--- src/rtl/afifo_pkg.sv ---
// Shared constants and helpers for both sides of the async FIFO.
// No logic. The write side reuses clog2 to size its counters.
package afifo_pkg;

    localparam int ADDRSIZE   = 4;
    localparam int DATASIZE   = 8;
    localparam int RD_LAT_MAX = 3;

    function automatic int clog2(input int value);
        int r;
        r = 0;
        while ((1 << r) < value) r++;
        return r;
    endfunction

endpackage

--- src/rtl/afifo_skid_buf.sv ---
// Ring buffer of DEPTH words exposing head/level. A pushed word is visible one cycle later.
// Pop is ignored while empty. Push into a full ring is a caller error, caught by the assertion.
module afifo_skid_buf
    import afifo_pkg::*;
#(
    parameter int DEPTH = 3,
    parameter int W     = 8,
    parameter int CNTW  = clog2(DEPTH + 1)
) (
    input  logic            clk,
    input  logic            rst_n,
    input  logic            push,
    input  logic [W-1:0]    push_dat,
    input  logic            pop_req,
    output logic [W-1:0]    head_dat,
    output logic            head_vld,
    output logic [CNTW-1:0] level
);

    localparam int              PTRW = (DEPTH > 1) ? clog2(DEPTH) : 1;
    localparam logic [PTRW-1:0] LAST = PTRW'(DEPTH - 1);
    localparam logic [CNTW-1:0] FULL = CNTW'(DEPTH);

    logic [W-1:0]    mem_q [DEPTH];
    logic [W-1:0]    mem_d [DEPTH];
    logic [PTRW-1:0] wr_ptr_q, wr_ptr_d;
    logic [PTRW-1:0] rd_ptr_q, rd_ptr_d;
    logic [CNTW-1:0] level_q, level_d;
    logic [W-1:0]    hold_q, hold_d;
    logic            pop;

    assign head_vld = (level_q != '0);
    assign pop      = head_vld & pop_req;
    assign level    = level_q;
    // When empty, keep showing the last presented word instead of a stale ring slot.
    assign head_dat = head_vld ? mem_q[rd_ptr_q] : hold_q;

    always_comb begin
        mem_d    = mem_q;
        wr_ptr_d = wr_ptr_q;
        rd_ptr_d = rd_ptr_q;
        level_d  = level_q;
        hold_d   = head_dat;
        if (push) begin
            mem_d[wr_ptr_q] = push_dat;
            wr_ptr_d        = (wr_ptr_q == LAST) ? '0 : wr_ptr_q + 1'b1;
        end
        if (pop) begin
            rd_ptr_d = (rd_ptr_q == LAST) ? '0 : rd_ptr_q + 1'b1;
        end
        case ({push, pop})
            2'b10:   level_d = level_q + 1'b1;
            2'b01:   level_d = level_q - 1'b1;
            default: level_d = level_q;
        endcase
    end

    always_ff @(posedge clk or negedge rst_n) begin
        if (!rst_n) begin
            mem_q    <= '{default: '0};
            wr_ptr_q <= '0;
            rd_ptr_q <= '0;
            level_q  <= '0;
            hold_q   <= '0;
        end else begin
            mem_q    <= mem_d;
            wr_ptr_q <= wr_ptr_d;
            rd_ptr_q <= rd_ptr_d;
            level_q  <= level_d;
            hold_q   <= hold_d;
        end
    end

    a_no_overflow: assert property (@(posedge clk) disable iff (!rst_n) !(push && level_q == FULL));

endmodule

--- src/rtl/afifo_rd_fwft.sv ---
// Read-side FWFT output stage: issues rinc on credit and lands sync-read data in a skid ring.
// Latency: rempty falling at cycle t gives m_valid at t+RD_LAT+1; one word per cycle sustained.
// Backpressure: credit (held + in-flight) caps draws at RD_LAT+2; m_ready never reaches rinc.
module afifo_rd_fwft
    import afifo_pkg::*;
#(
    parameter  int DATASIZE  = afifo_pkg::DATASIZE,
    parameter  int RD_LAT    = 1,
    localparam int BUF_DEPTH = RD_LAT + 2,
    localparam int CNTW      = clog2(BUF_DEPTH + 1)
) (
    input  logic                rclk,
    input  logic                rrst_n,
    input  logic                rempty,
    output logic                rinc,
    input  logic [DATASIZE-1:0] mem_rdata,
    output logic                m_valid,
    input  logic                m_ready,
    output logic [DATASIZE-1:0] m_data,
    output logic [CNTW-1:0]     m_level
);

    logic [RD_LAT-1:0] pipe_q, pipe_d;
    logic [CNTW-1:0]   inflight;
    logic [CNTW-1:0]   credit;
    logic              capture;

    always_comb begin
        inflight = '0;
        for (int i = 0; i < RD_LAT; i++) begin
            inflight = inflight + CNTW'(pipe_q[i]);
        end
    end

    assign credit  = m_level + inflight;
    // Gated by rrst_n so no read is requested while the stage is held in reset.
    assign rinc    = rrst_n & ~rempty & (credit < CNTW'(BUF_DEPTH));
    assign capture = pipe_q[RD_LAT-1];

    always_comb begin
        pipe_d    = '0;
        pipe_d[0] = rinc;
        for (int i = 1; i < RD_LAT; i++) begin
            pipe_d[i] = pipe_q[i-1];
        end
    end

    always_ff @(posedge rclk or negedge rrst_n) begin
        if (!rrst_n) begin
            pipe_q <= '0;
        end else begin
            pipe_q <= pipe_d;
        end
    end

    afifo_skid_buf #(
        .DEPTH (BUF_DEPTH),
        .W     (DATASIZE),
        .CNTW  (CNTW)
    ) u_skid (
        .clk      (rclk),
        .rst_n    (rrst_n),
        .push     (capture),
        .push_dat (mem_rdata),
        .pop_req  (m_ready),
        .head_dat (m_data),
        .head_vld (m_valid),
        .level    (m_level)
    );

endmodule

--- config.mk ---
export PLATFORM = sky130hd
export DESIGN_NAME = afifo_rd_fwft
export DESIGN_NICKNAME = d
export VERILOG_FILES = /design/src/rtl/afifo_pkg.sv /design/src/rtl/afifo_skid_buf.sv /design/src/rtl/afifo_rd_fwft.sv
export SDC_FILE = /design/constraint.sdc
export NUM_CORES = 1
export LEC_CHECK = 0
export CAP_MARGIN = 20
export CORE_MARGIN = 5
export CORE_UTILIZATION = 50
export DETAILED_ROUTE_END_ITERATION = 8
export DONT_BUFFER_PORTS = 1
export PLACE_DENSITY = 0.74
export SYNTH_ARGS = -nofsm -noshare
export SYNTH_HDL_FRONTEND = slang
export SYNTH_SLANG_ARGS = --single-unit
export TNS_END_PERCENT = 30
--- constraint.sdc ---
create_clock -name rclk -period 3.9 [get_ports rclk]
set_input_delay 0.78 -clock rclk [delete_from_list [all_inputs] [get_ports rclk]]
set_output_delay 0.78 -clock rclk [all_outputs]
set_load 0.02 [all_outputs]
* Yosys cells after proc, flatten, opt, wreduce, memory -nomap -nowiden
Index checks and enable logic that the tools add are counted.
Storage, ports and cells: word-level logic and storage cells 40, bits of input ports 12, latch bits 0, output and inout port bits 12, memory bits (writable) 0, register bits 39, memories 0, memory bits (read-only) 0
Operators by class: reductions and logical operators 3, multipliers 0, bitwise gates (word level) 6, div/mod/pow operators 0, shifts and indexed selects 0, eq/ne operators 4, mux-type cells 10, add/sub/neg operators 5, $lt $le $gt $ge 4
Operators with widths (number):
- $mux W8 | 4
- $bwmux W24 | 1
- $bmux W8 S2 | 1
- $demux W8 S2 | 1
- $add A2 B1 Y2 const B | 3
- $eq A2 B2 Y1 const B | 3
- $ge A3 B3 Y1 const B | 2
- $not A2 Y3 | 2
- $mux W2 | 2
- $pmux W2 S2 | 1
- $reduce_bool A2 Y1 | 2
- $and A1 B1 Y1 | 3
- $lt A3 B1 Y1 const B | 1
- $add A2 B1 Y2 | 1
- $eq A2 B1 Y1 const B | 1
- $lt A2 B2 Y1 const B | 1
- $sub A2 B1 Y2 const B | 1
- $logic_and A1 B1 Y1 | 1
- $not A1 Y1 | 1

* Depth between registers and ports, before layout
Gate-level depths: netlist of run 1.
depth after elaboration 6, mapped depth 6, gate-level depth less buffers 6

* Modules after synthesis
A second synthesis of run 1 with hierarchy kept.
Second synthesis, totals: cell total of the unflattened synthesis 131, area total of the unflattened synthesis 1662.8 µm²
By module, submodules not included:
- afifo_skid_buf | times used 1, area each 1605.3 µm², seq. area each 950.9 µm², cells an instance 126
- afifo_rd_fwft | times used 1, area each 57.6 µm², seq. area each 25.0 µm², cells an instance 5

* Worst setup path before layout of run 1
No wires, ideal clock.
path type reg2out, from reg u_skid.level_q[1] (netlist: u_skid.level[1]), to out m_data[0], data arrival time 1.557 ns, path slack 1.563 ns, data required time 3.120 ns, path buffers 2, stages on the path, launching flop included 5, cell sequence dfrtp_1 -> or2_2 -> buf_2 -> buf_2 -> a31oi_1
Between the ends: word-level cells in the longest chain between the ends 2
Ends and longest elaborated chain:
- start: declaration | line afifo_skid_buf.sv:28 | logic [CNTW-1:0] level_q, level_d;
- start signal: assignment | line afifo_skid_buf.sv:69 | level_q <= level_d;
- $reduce_bool A2 Y1 | line afifo_skid_buf.sv:32 | assign head_vld = (level_q != '0);
- net m_valid | line afifo_rd_fwft.sv:17 | output logic m_valid,
- $mux W8 | line afifo_skid_buf.sv:36 | assign head_dat = head_vld ? mem_q[rd_ptr_q] : hold_q;
- end: declaration | line afifo_rd_fwft.sv:19 | output logic [DATASIZE-1:0] m_data,
The timed path passes the listed nets, and every way through them passes these cells.

* Worst setup path after layout of run 1
from reg u_skid.rd_ptr_q[0], to out m_data[1]
Between the ends: word-level cells in the longest chain between the ends 5
Ends and longest elaborated chain:
- start: declaration | line afifo_skid_buf.sv:27 | logic [PTRW-1:0] rd_ptr_q, rd_ptr_d;
- start signal: assignment | line afifo_skid_buf.sv:68 | rd_ptr_q <= rd_ptr_d;
- $not A2 Y3 (implied by the code) | line afifo_skid_buf.sv:36
- $bmux W8 S2 | line afifo_skid_buf.sv:36
- $mux W8 (implied by the code) (2 in a row) | line afifo_skid_buf.sv:36
- $mux W8 | line afifo_skid_buf.sv:36
No other way between the ends. The select of a mux whose other input is x is not followed.

==> results of run 1 <==
registers in the layout, summed over array words and instances (netlist names):
signal and cells:
u_skid.level 2, capture 1, u_skid.hold_q 8, u_skid.wr_ptr_q 2, u_skid.mem_q 24, u_skid.rd_ptr_q 2
worst paths after layout:
kind	start	endpoint	slack (ns)	cells past startpoint
hold / removal	rrst_n	u_skid.level[1]$_DFFE_PN0P_	0.12	0
min in group rclk	u_skid.mem_q[5]$_DFFE_PN0P_	u_skid.mem_q[5]$_DFFE_PN0P_	0.52	1
hold reg to reg	u_skid.mem_q[5]$_DFFE_PN0P_	u_skid.mem_q[5]$_DFFE_PN0P_	0.52	1
max in group asynchronous	rrst_n	u_skid.hold_q[6]$_DFF_PN0_	3.70	0
setup reg to reg	u_skid.rd_ptr_q[0]$_DFFE_PN0P_	u_skid.hold_q[1]$_DFF_PN0_	1.88	3
setup / recovery	u_skid.rd_ptr_q[0]$_DFFE_PN0P_	m_data[1]	0.92	3
power groups by stage:
stage | combinational, µW | clock, µW | sequential, µW
after floorplan | 608 | 0 | 714
after global placement | 631 | 0 | 771
after detailed placement | 654 | 0 | 781
after global routing | 724 | 206 | 798
final | 640 | 184 | 769
after CTS | 655 | 193 | 770
layer usage:
metal | track usage [%] | up-vias
met5 | 0 | -
met4 | 6.70 | 0
met3 | 7.88 | 9
met2 | 24.4 | 21
met1 | 17.2 | 457
li1 | - | 462
cell type report:
class / instances / area share [%]
Clock buffer: 5 / 2.14
Tap cell: 46 / 3.28
Multi-Input combinational cell: 86 / 37.8
Sequential cell: 39 / 55.7
Inverter: 3 / 0.642
Clock inverter: 1 / 0.428
placed cells by master, fill, tap and decap left out, types with 3 or more instances in the layout:
cell / Yosys / layout
mux2_2: 24 / 24
o21ai_0: 3 / 3
a31oi_1: 8 / 8
dfrtp_1: 39 / 39
or2_2: 9 / 9
clkbuf_4: 0 / 5
mux2i_1: 8 / 8
nand2_1: 9 / 9
nor2_1: 9 / 9
through the flow:
| stage | area [µm²] | worst slack, ns | instances | power (µW) |
|---|---|---|---|---|
| after floorplan | 1680 | 1.56 | 134 | 1320 |
| final | 1750 | 0.922 | 180 | 1590 |
| after global placement | 1710 | 1.30 | 174 | 1400 |
| after global routing | 1750 | 0.704 | 180 | 1730 |
| after CTS | 1750 | 0.847 | 180 | 1620 |
| after detailed placement | 1710 | 1.24 | 174 | 1430 |
cell families after synthesis:
family | Yosys count | share of synthesized area, %
AO/OA/AOI/OAI | 14 | 5.06
XOR/XNOR | 4 | 2.09
adder cells (fa/ha/maj) | 2 | 1.49
buffers and inverters | 9 | 2.46
flip-flops | 39 | 58.1
multiplexers | 32 | 20.8
AND/OR/NAND/NOR | 34 | 9.98
==> flow_summary.toml, run 1 <==
[status]
outcome = "finished, final reports clean"

[setup_path]
worstPathBufferInverterCount = 0
critPathMaxFanout = 12
cp.arrival_ns = 2.20
cp_slowest_stage_delay_ns = 0.62
crit_family = "simple AND/OR/NAND/NOR gates"
cp-start-kind = "register"
crit_path_end_kind = "output port"
path_class = "register to output port"
cp_slowest_cell = "nor2b_1"
crit_chain = "nor2b_1, nand2_1, a31oi_1"
crit_required_ns = 3.12

[route]
totalWireLength_mm = 2.89
dr_wl_met2_mm = 1.38
via_per_inst = 5.27
highest_layer = "met4"
wl_per_cell_um = 16.0
drt_iter0_markers = 22
met3_length_um = 290
ant_nets = 0
drtPass1Iterations = 2
met1Wirelength_mm = 1.17
drc = 0
vias = 949

[pwr]
clockPowerShare_pct = 11.5
power_density_mw_per_mm2 = 908
power_leakage_uw = 0.000765
p_seq_share_pct = 48.3
share_comb_of_total_power_pct = 40.2
p_sw_share_pct = 39.8
cell_internal_pwr_uw = 958
ir_worst_vdd_uv = 415
switchingPower_uw = 634

[clocking]
cts_buffer_depth = 2
numCtsBuffers = 5
htreeDepth = 2
clk_latency_ns = 0.34
cts_tree = "built"
cts_root_buffer = "clkbuf_4"
clkTransAtPathRegs_ns = 0.10
clkSinkCount = 39
cts_resized = 0
cts.hold.buffers_added = 0
cts_setup_buffers = 0

[place]
dp_hpwl_mm = 1.98
port_buffers = 0
routabilityCongestion = 0.734

[synthesis]
synth-seq-cells = 39
synth_top_area_share_pct = 58.1
syn_inst = 134
synth.most_common_cell = "dfrtp_1"
synth_edf_count = 0
post-synth-top-area-cell = "dfrtp_1"
yosysSeqAreaShare_pct = 58.1
synth_warnings = 0
synthArstFlopShare_pct = 100
synth_area_mm2 = 0.00168
synth_flop_cell = "dfrtp_1"
synthesis.nets = 148
synthTopCellsByCount = "dfrtp_1 (39), mux2_2 (24), nand2_1 (9), nor2_1 (9), or2_2 (9)"
avgSynthCellArea_um2 = 12.5
yosysUniqueCellTypes = 25
yosys-top-cells-area = "dfrtp_1 (58%), mux2_2 (16%), mux2i_1 (4.8%), or2_2 (3.4%), a31oi_1 (3.0%)"

[global_route]
antenna_found_initial = 0
grt.total_usage_pct = 15.3
grt_pass1_wl_mm = 5.03
grt_max_degree = 41
overflow = 0
grt_pass1_vias = 1057

[sta]
final_max_slew_viol_count = 0
fin_crit_ns = 2.98
fmax_mhz = 336
period_share_pct = 76.4
fin_hold_ws_ns = 0.117
relSlewSlack_pct = 45.1
skew_ns = 0.00863
worst_slew_pin_slew_ns = 0.819
rsz0062_at_grt = "false"
finalHoldViolCount = 0
setup_viol = 0
tns_ns = 0

[floorplanning]
fp-row-count = 21
io-pin-count = 24
dieArea_mm2 = 0.00462
chipHeight_um = 68.0
die_x_um = 68.0
coreArea_mm2 = 0.00328
start_util_pct = 51.2

[layout]
nFillCells = 278
postLayoutCoreUtil_pct = 53.4
layout-drive-gt1-share_pct = 30.6
n_antenna_cell = 0
area_growth_pct = 4.32
multiInputGateArea_um2 = 663
ff_latch_area_um2 = 976
finalNetCount = 149

[worst_hold_path]
hold_path.class = "input pin to async pin"

[flow_run]
maxCapViolCount = 0
(Power assumes the default switching activity.)
==> run 2: changes to the inputs <==
--- a/config.mk
+++ b/config.mk
@@ -5,6 +5,7 @@
 export SDC_FILE = /design/constraint.sdc
 export NUM_CORES = 1
 export LEC_CHECK = 0
+export ABC_AREA = 1
 export CAP_MARGIN = 20
 export CORE_MARGIN = 5
 export CORE_UTILIZATION = 50
==> constraint.sdc (replaced) <==
create_clock -name rclk -period 2.8 [get_ports rclk]
set_input_delay 0.56 -clock rclk [delete_from_list [all_inputs] [get_ports rclk]]
set_output_delay 0.56 -clock rclk [all_outputs]
set_load 0.02 [all_outputs]
==> flow_summary.toml, run 2 <==
[status]
outcome = "finished, final reports clean"

[sta]
relSlewSlack_pct = 69.8
worst_slew_pin_slew_ns = 0.452
skew_ns = 0.00481
finalHoldViolCount = 0
fmax_mhz = 434
fin_crit_ns = 2.31
setup_viol = 0
final_max_slew_viol_count = 0
period_share_pct = 82.3
rsz0062_at_grt = "false"
tns_ns = 0

[global_route]
antenna_found_initial = 0
overflow = 0
grt_max_degree = 40
grt_pass1_wl_mm = 5.95
grt_pass1_vias = 1285
grt.total_usage_pct = 15.3

[setup_path]
critPathMaxFanout = 18
cp_slowest_cell = "dfrtp_1"
timing.rr.start = "u_skid.level[1]$_DFFE_PN0P_"
crit_top_cell = "nor2_1"
r2r_setup_slack_ns = 0.90
crit_path_end_kind = "output port"
cp.arrival_ns = 1.75
crit_required_ns = 2.24
r2r-end = "u_skid.level[1]$_DFFE_PN0P_"
cp_slowest_stage_delay_ns = 0.49
crit_chain = "inv_1, nand2_2, nand2_1, nor2_1, nor2_1"
reg2reg_depth = 9
path_class = "register to output port"
cp-start-kind = "register"

[synthesis]
synth_edf_count = 0
synth.most_common_cell = "nand2_1"
avgSynthCellArea_um2 = 9.17
yosysUniqueCellTypes = 19
synthesis.nets = 216
yosysSeqAreaShare_pct = 52.7
synthTopCellsByCount = "nand2_1 (55), dfrtp_1 (39), nor2_1 (24), o21ai_2 (24), nand3_1 (18)"
syn_inst = 202
yosys-top-cells-area = "dfrtp_1 (53%), o21ai_2 (11%), nand2_1 (11%), nand3_1 (4.9%), nor2_1 (4.9%)"
synth_warnings = 0
synth-seq-cells = 39
post-synth-top-area-cell = "dfrtp_1"
synth_area_mm2 = 0.00185
synth_top_area_share_pct = 52.7
synthArstFlopShare_pct = 100
synth_flop_cell = "dfrtp_1"

[layout]
layout_commonest_cell = "nand2_1"
nFillCells = 349
fin_cells = 253
layout_common_cells = "nand2_1 (55), dfrtp_1 (39), nor2_1 (24), o21ai_2 (24), nand3_1 (18)"
finalNetCount = 218
reg_top3 = "u_skid.mem_q x24, u_skid.hold_q x8"
area_growth_pct = 6.62
largest_register_ffs = 24
layout-drive-gt1-share_pct = 19.5
n_antenna_cell = 0
multiInputGateArea_um2 = 748
ff_latch_area_um2 = 976
max_flop_register = "u_skid.mem_q"

[floorplanning]
chipHeight_um = 70.9
coreArea_mm2 = 0.00363
dieArea_mm2 = 0.00502
fp-row-count = 22
io-pin-count = 24
die_x_um = 70.9
start_util_pct = 51.0

[clocking]
cts_buffer_depth = 2
clkSinkCount = 39
clkTransAtPathRegs_ns = 0.07
numCtsBuffers = 5
cts_root_buffer = "clkbuf_8"
cts_tree = "built"
clk_latency_ns = 0.29
cts_resized = 0
htreeDepth = 2

[place]
routabilityCongestion = 0.752
placed_cells = 244
port_buffers = 0
dp_hpwl_mm = 2.46

[worst_hold_path]
hold_path.class = "input pin to async pin"

[pwr]
p_sw_share_pct = 44.4
power_leakage_uw = 0.000989
power_density_mw_per_mm2 = 1270
ir_worst_vdd_uv = 409
cell_internal_pwr_uw = 1390
share_comb_of_total_power_pct = 40.7
switchingPower_uw = 1120
clockPowerShare_pct = 16.3
p_seq_share_pct = 43.0

[route]
totalWireLength_mm = 3.37
wl_per_cell_um = 13.3
ant_nets = 0
vias = 1282
drt_iter0_markers = 106
drtPass1Iterations = 4
drc = 0
via_per_inst = 5.07

[flow_run]
maxCapViolCount = 0
==> run 2: kinds of logic (layout without fill, tap and decap cells) <==
logic type	after synthesis	after routing	synth area share, %
and+or+nand+nor	107	107	26.1
xor gates and xnor gates	1	1	0.473
AOI/OAI and AO/OA	28	28	12.4
buffers and inverters	25	28	6.95
DFF	39	39	52.7
adders and majority gates	2	2	1.35
==> run 2: power by group through the flow <==
stage | combinational, µW | clock [µW] | sequential, µW
detailed placement | 1030 | 0 | 1090
CTS | 1040 | 423 | 1080
floorplan | 953 | 0 | 994
finish | 1020 | 408 | 1080
global placement | 988 | 0 | 1080
global route | 1180 | 448 | 1110
==> run 2: layout make-up <==
class                           instances  share of cell area (%)
Clock buffer                            8                    5.07
Sequential cell                        39                    49.4
Inverter                               19                    3.61
Tap cell                               48                    3.04
Timing Repair Buffer                    1                    1.01
Multi-Input combinational cell        138                    37.9
==> run 2: layer usage <==
layer / vias up / share of wire (%) / GRT usage [%]
met5: - / 0 / 0
met3: 4 / 4.8 / 4.40
met2: 22 / 47 / 22.8
li1: 655 / - / -
met1: 601 / 47 / 20.1
met4: 0 / 1.4 / 8.14
==> run 2: worst max-delay path: cells and delay by family (launching register included) <==
kind,cells,cell delay [ns]
and+or+nand+nor,4,0.81
DFF,1,0.49
buffers and inverters,1,0.15
==> run 2: worst max-delay path by stage <==
stage / start / to / slack, ns / cells after the start
final: u_skid.level[1]$_DFFE_PN0P_ / m_data[4] / 0.49 / 5
after floorplan: u_skid.level[0]$_DFFE_PN0P_ / m_data[0] / 0.94 / 5
after global routing: u_skid.level[0]$_DFFE_PN0P_ / m_data[0] / 0.33 / 4
after CTS: u_skid.level[1]$_DFFE_PN0P_ / m_data[0] / 0.46 / 5
after detailed placement: u_skid.level[1]$_DFFE_PN0P_ / m_data[0] / 0.79 / 5
after global placement: u_skid.level[1]$_DFFE_PN0P_ / m_data[3] / 0.82 / 5
==> run 2: per-stage QoR <==
stage               total power, µW  cell area (µm²)  hold slack [ns]  utilization [%]  setup slack [ns]
global placement               2070             1860            0.266             51.1             0.815
global route                   2740             1980            0.100             54.4             0.332
CTS                            2540             1980           0.0995             54.4             0.455
finish                         2510             1980            0.109             54.4             0.494
floorplan                      1950             1850            0.264                -             0.945
detailed placement             2110             1860            0.266             51.1             0.786
==> run 2: timing repair <==
item / CTS / global route
setup buffers: 0 / 0
hold buffers: 1 / 0
hold endpoints to repair: 39 / 0
==> run 3: changes to the inputs <==
--- a/config.mk
+++ b/config.mk
@@ -5,13 +5,13 @@
 export SDC_FILE = /design/constraint.sdc
 export NUM_CORES = 1
 export LEC_CHECK = 0
-export ABC_AREA = 1
+export ABC_AREA = 0
 export CAP_MARGIN = 20
 export CORE_MARGIN = 5
 export CORE_UTILIZATION = 50
 export DETAILED_ROUTE_END_ITERATION = 8
 export DONT_BUFFER_PORTS = 1
-export PLACE_DENSITY = 0.74
+export PLACE_DENSITY = 0.77
 export SYNTH_ARGS = -nofsm -noshare
 export SYNTH_HDL_FRONTEND = slang
 export SYNTH_SLANG_ARGS = --single-unit
==> constraint.sdc (replaced) <==
create_clock -name rclk -period 2 [get_ports rclk]
set_input_delay 0.4 -clock rclk [delete_from_list [all_inputs] [get_ports rclk]]
set_output_delay 0.4 -clock rclk [all_outputs]
set_load 0.02 [all_outputs]
==> flow_summary.toml, run 3 (same netlist as run 1, synthesis figures left out) <==
[layout]
max_flop_register = "u_skid.mem_q"
reg_top3 = "u_skid.mem_q x24, u_skid.hold_q x8"
finalNetCount = 172
n_antenna_cell = 0
layout-drive-gt1-share_pct = 45.9
largest_register_ffs = 24
layout_commonest_cell = "dfrtp_1"
area_growth_pct = 24.1
layout_common_cells = "dfrtp_1 (37), mux2_2 (24), buf_4 (13)"
fin_cells = 205
stdcell_area_mm2 = 0.00209

[pwr]
fin_total_pwr_uw = 4050
p_seq_share_pct = 34.9
cell_internal_pwr_uw = 2520
ir_worst_vdd_uv = 818
share_comb_of_total_power_pct = 55.3
p_sw_share_pct = 37.7
switchingPower_uw = 1530
power_density_mw_per_mm2 = 1940
clockPowerShare_pct = 9.8
power_leakage_uw = 0.000917

[sta]
setup_ws_ns = -0.0367
period_share_pct = 102
rsz0062_at_grt = "true"
final_max_slew_viol_count = 0
finalHoldViolCount = 0
worst_slew_pin_slew_ns = 0.460
setup_viol = 6
fmax_mhz = 491
skew_ns = 0.0100
relSlewSlack_pct = 69.2
fin_crit_ns = 2.04

[clocking]
cts_buffer_depth = 2
htreeDepth = 2
clk_latency_ns = 0.35
cts_root_buffer = "clkbuf_4"
cts_tree = "built"
clkSinkCount = 39
clkTransAtPathRegs_ns = 0.12
numCtsBuffers = 5

[setup_path]
crit_chain = "buf_12, mux2i_1, or2_4, a31oi_1, buf_4"
reg2reg_depth = 6
crit_required_ns = 1.60
crit_path_end_kind = "output port"
cp_slowest_stage_delay_ns = 0.45
cp-start-kind = "register"
critPathMaxFanout = 5
cp.arrival_ns = 1.64
cp_slowest_cell = "dfrtp_2"
path_class = "register to output port"

[status]
violations = "setup timing"
outcome = "finished with violations"

[floorplanning]
coreArea_mm2 = 0.00328
io-pin-count = 24
chipHeight_um = 68.0
start_util_pct = 51.2
dieArea_mm2 = 0.00462
fp-row-count = 21
die_x_um = 68.0

[route]
wl_per_cell_um = 16.6
drtPass1Iterations = 4
via_per_inst = 5.34
drt_iter0_markers = 54
drc = 0
totalWireLength_mm = 3.41
vias = 1094
ant_nets = 0

[place]
placed_cells = 189
placement.cell_area_mm2 = 0.00182
port_buffers = 0
post-place-ws_ns = 0.152
routabilityCongestion = 0.721
dp_hpwl_mm = 2.19

[global_route]
grt_max_degree = 40
grt_pass1_wl_mm = 5.63
overflow = 0
grt.total_usage_pct = 17.1
grt_pass1_vias = 1168
antenna_found_initial = 0

[worst_hold_path]
worstHoldPathCells = 1
hold_path.class = "input pin to register"

[flow_run]
maxCapViolCount = 0
run 3: what timing repair did:
| action | 4_1_cts | 5_1_grt |
|---|---|---|
| pin swaps | 8 | 6 |
| setup buffers | 6 | 0 |
| setup endpoints to repair | 8 | 9 |
| gates resized for setup | 15 | 13 |
| hold buffers | 2 | 0 |
| endpoints found under the hold margin | 39 | 0 |
run 3: stage by stage:
step | utilization (%) | hold slack [ns] | setup TNS (ns)
after floorplan | - | 0.104 | 0
after global placement | 55.4 | 0.106 | 0
after detailed placement | 55.4 | 0.106 | 0
after CTS | 60.8 | 0.176 | -0.0783
after global routing | 63.5 | 0.159 | -0.630
final | 63.5 | 0.187 | -0.0793
run 3: layout make-up:
cell class | count | area [µm²]
flip-flops and latches | 39 | 978
clock inverters | 2 | 12.5
clock buffers | 6 | 41.3
multi-input cells | 86 | 758
well taps | 46 | 57.6
repair buffers | 23 | 226
fillers | 244 | 1200
inverters | 3 | 11.3
run 3: metal layers:
layer	wire length [µm]	track usage, %	up-vias	part of all wire [%]
met5	0	0	-	0
met1	1400	19.7	551	41
met4	80	7.20	0	2.3
met3	210	6.90	8	6.2
met2	1720	28.0	23	50
li1	-	-	512	-
run 3: critical path: cells and delay by family, from the launching register on:
kind            cells  cell delay, ns
compound gates      1            0.18
buf+inv             2            0.31
flops               1            0.45
mux                 1            0.11
simple gates        1            0.22
run 3: power groups by stage:
stage | registers, µW | clock network, µW | logic, µW
final | 1410 | 398 | 2240
after global routing | 1450 | 440 | 2420
after detailed placement | 1470 | 0 | 1670
after CTS | 1400 | 401 | 1990
after floorplan | 1390 | 0 | 1180
after global placement | 1440 | 0 | 1600
run 3: final timing paths:
kind	startpoint	endpoint	slack [ns]
hold reg to reg	u_skid.mem_q[22]$_DFFE_PN0P_	u_skid.mem_q[22]$_DFFE_PN0P_	0.52
hold / removal	mem_rdata[6]	u_skid.mem_q[14]$_DFFE_PN0P_	0.19
min in group asynchronous	rrst_n	u_skid.mem_q[22]$_DFFE_PN0P_	0.50
max in group asynchronous	rrst_n	u_skid.rd_ptr_q[0]$_DFFE_PN0P_	1.30
setup / recovery	u_skid.rd_ptr_q[0]$_DFFE_PN0P_	m_data[4]	-0.04
setup reg to reg	u_skid.level[1]$_DFFE_PN0P_	u_skid.level[1]$_DFFE_PN0P_	0.28
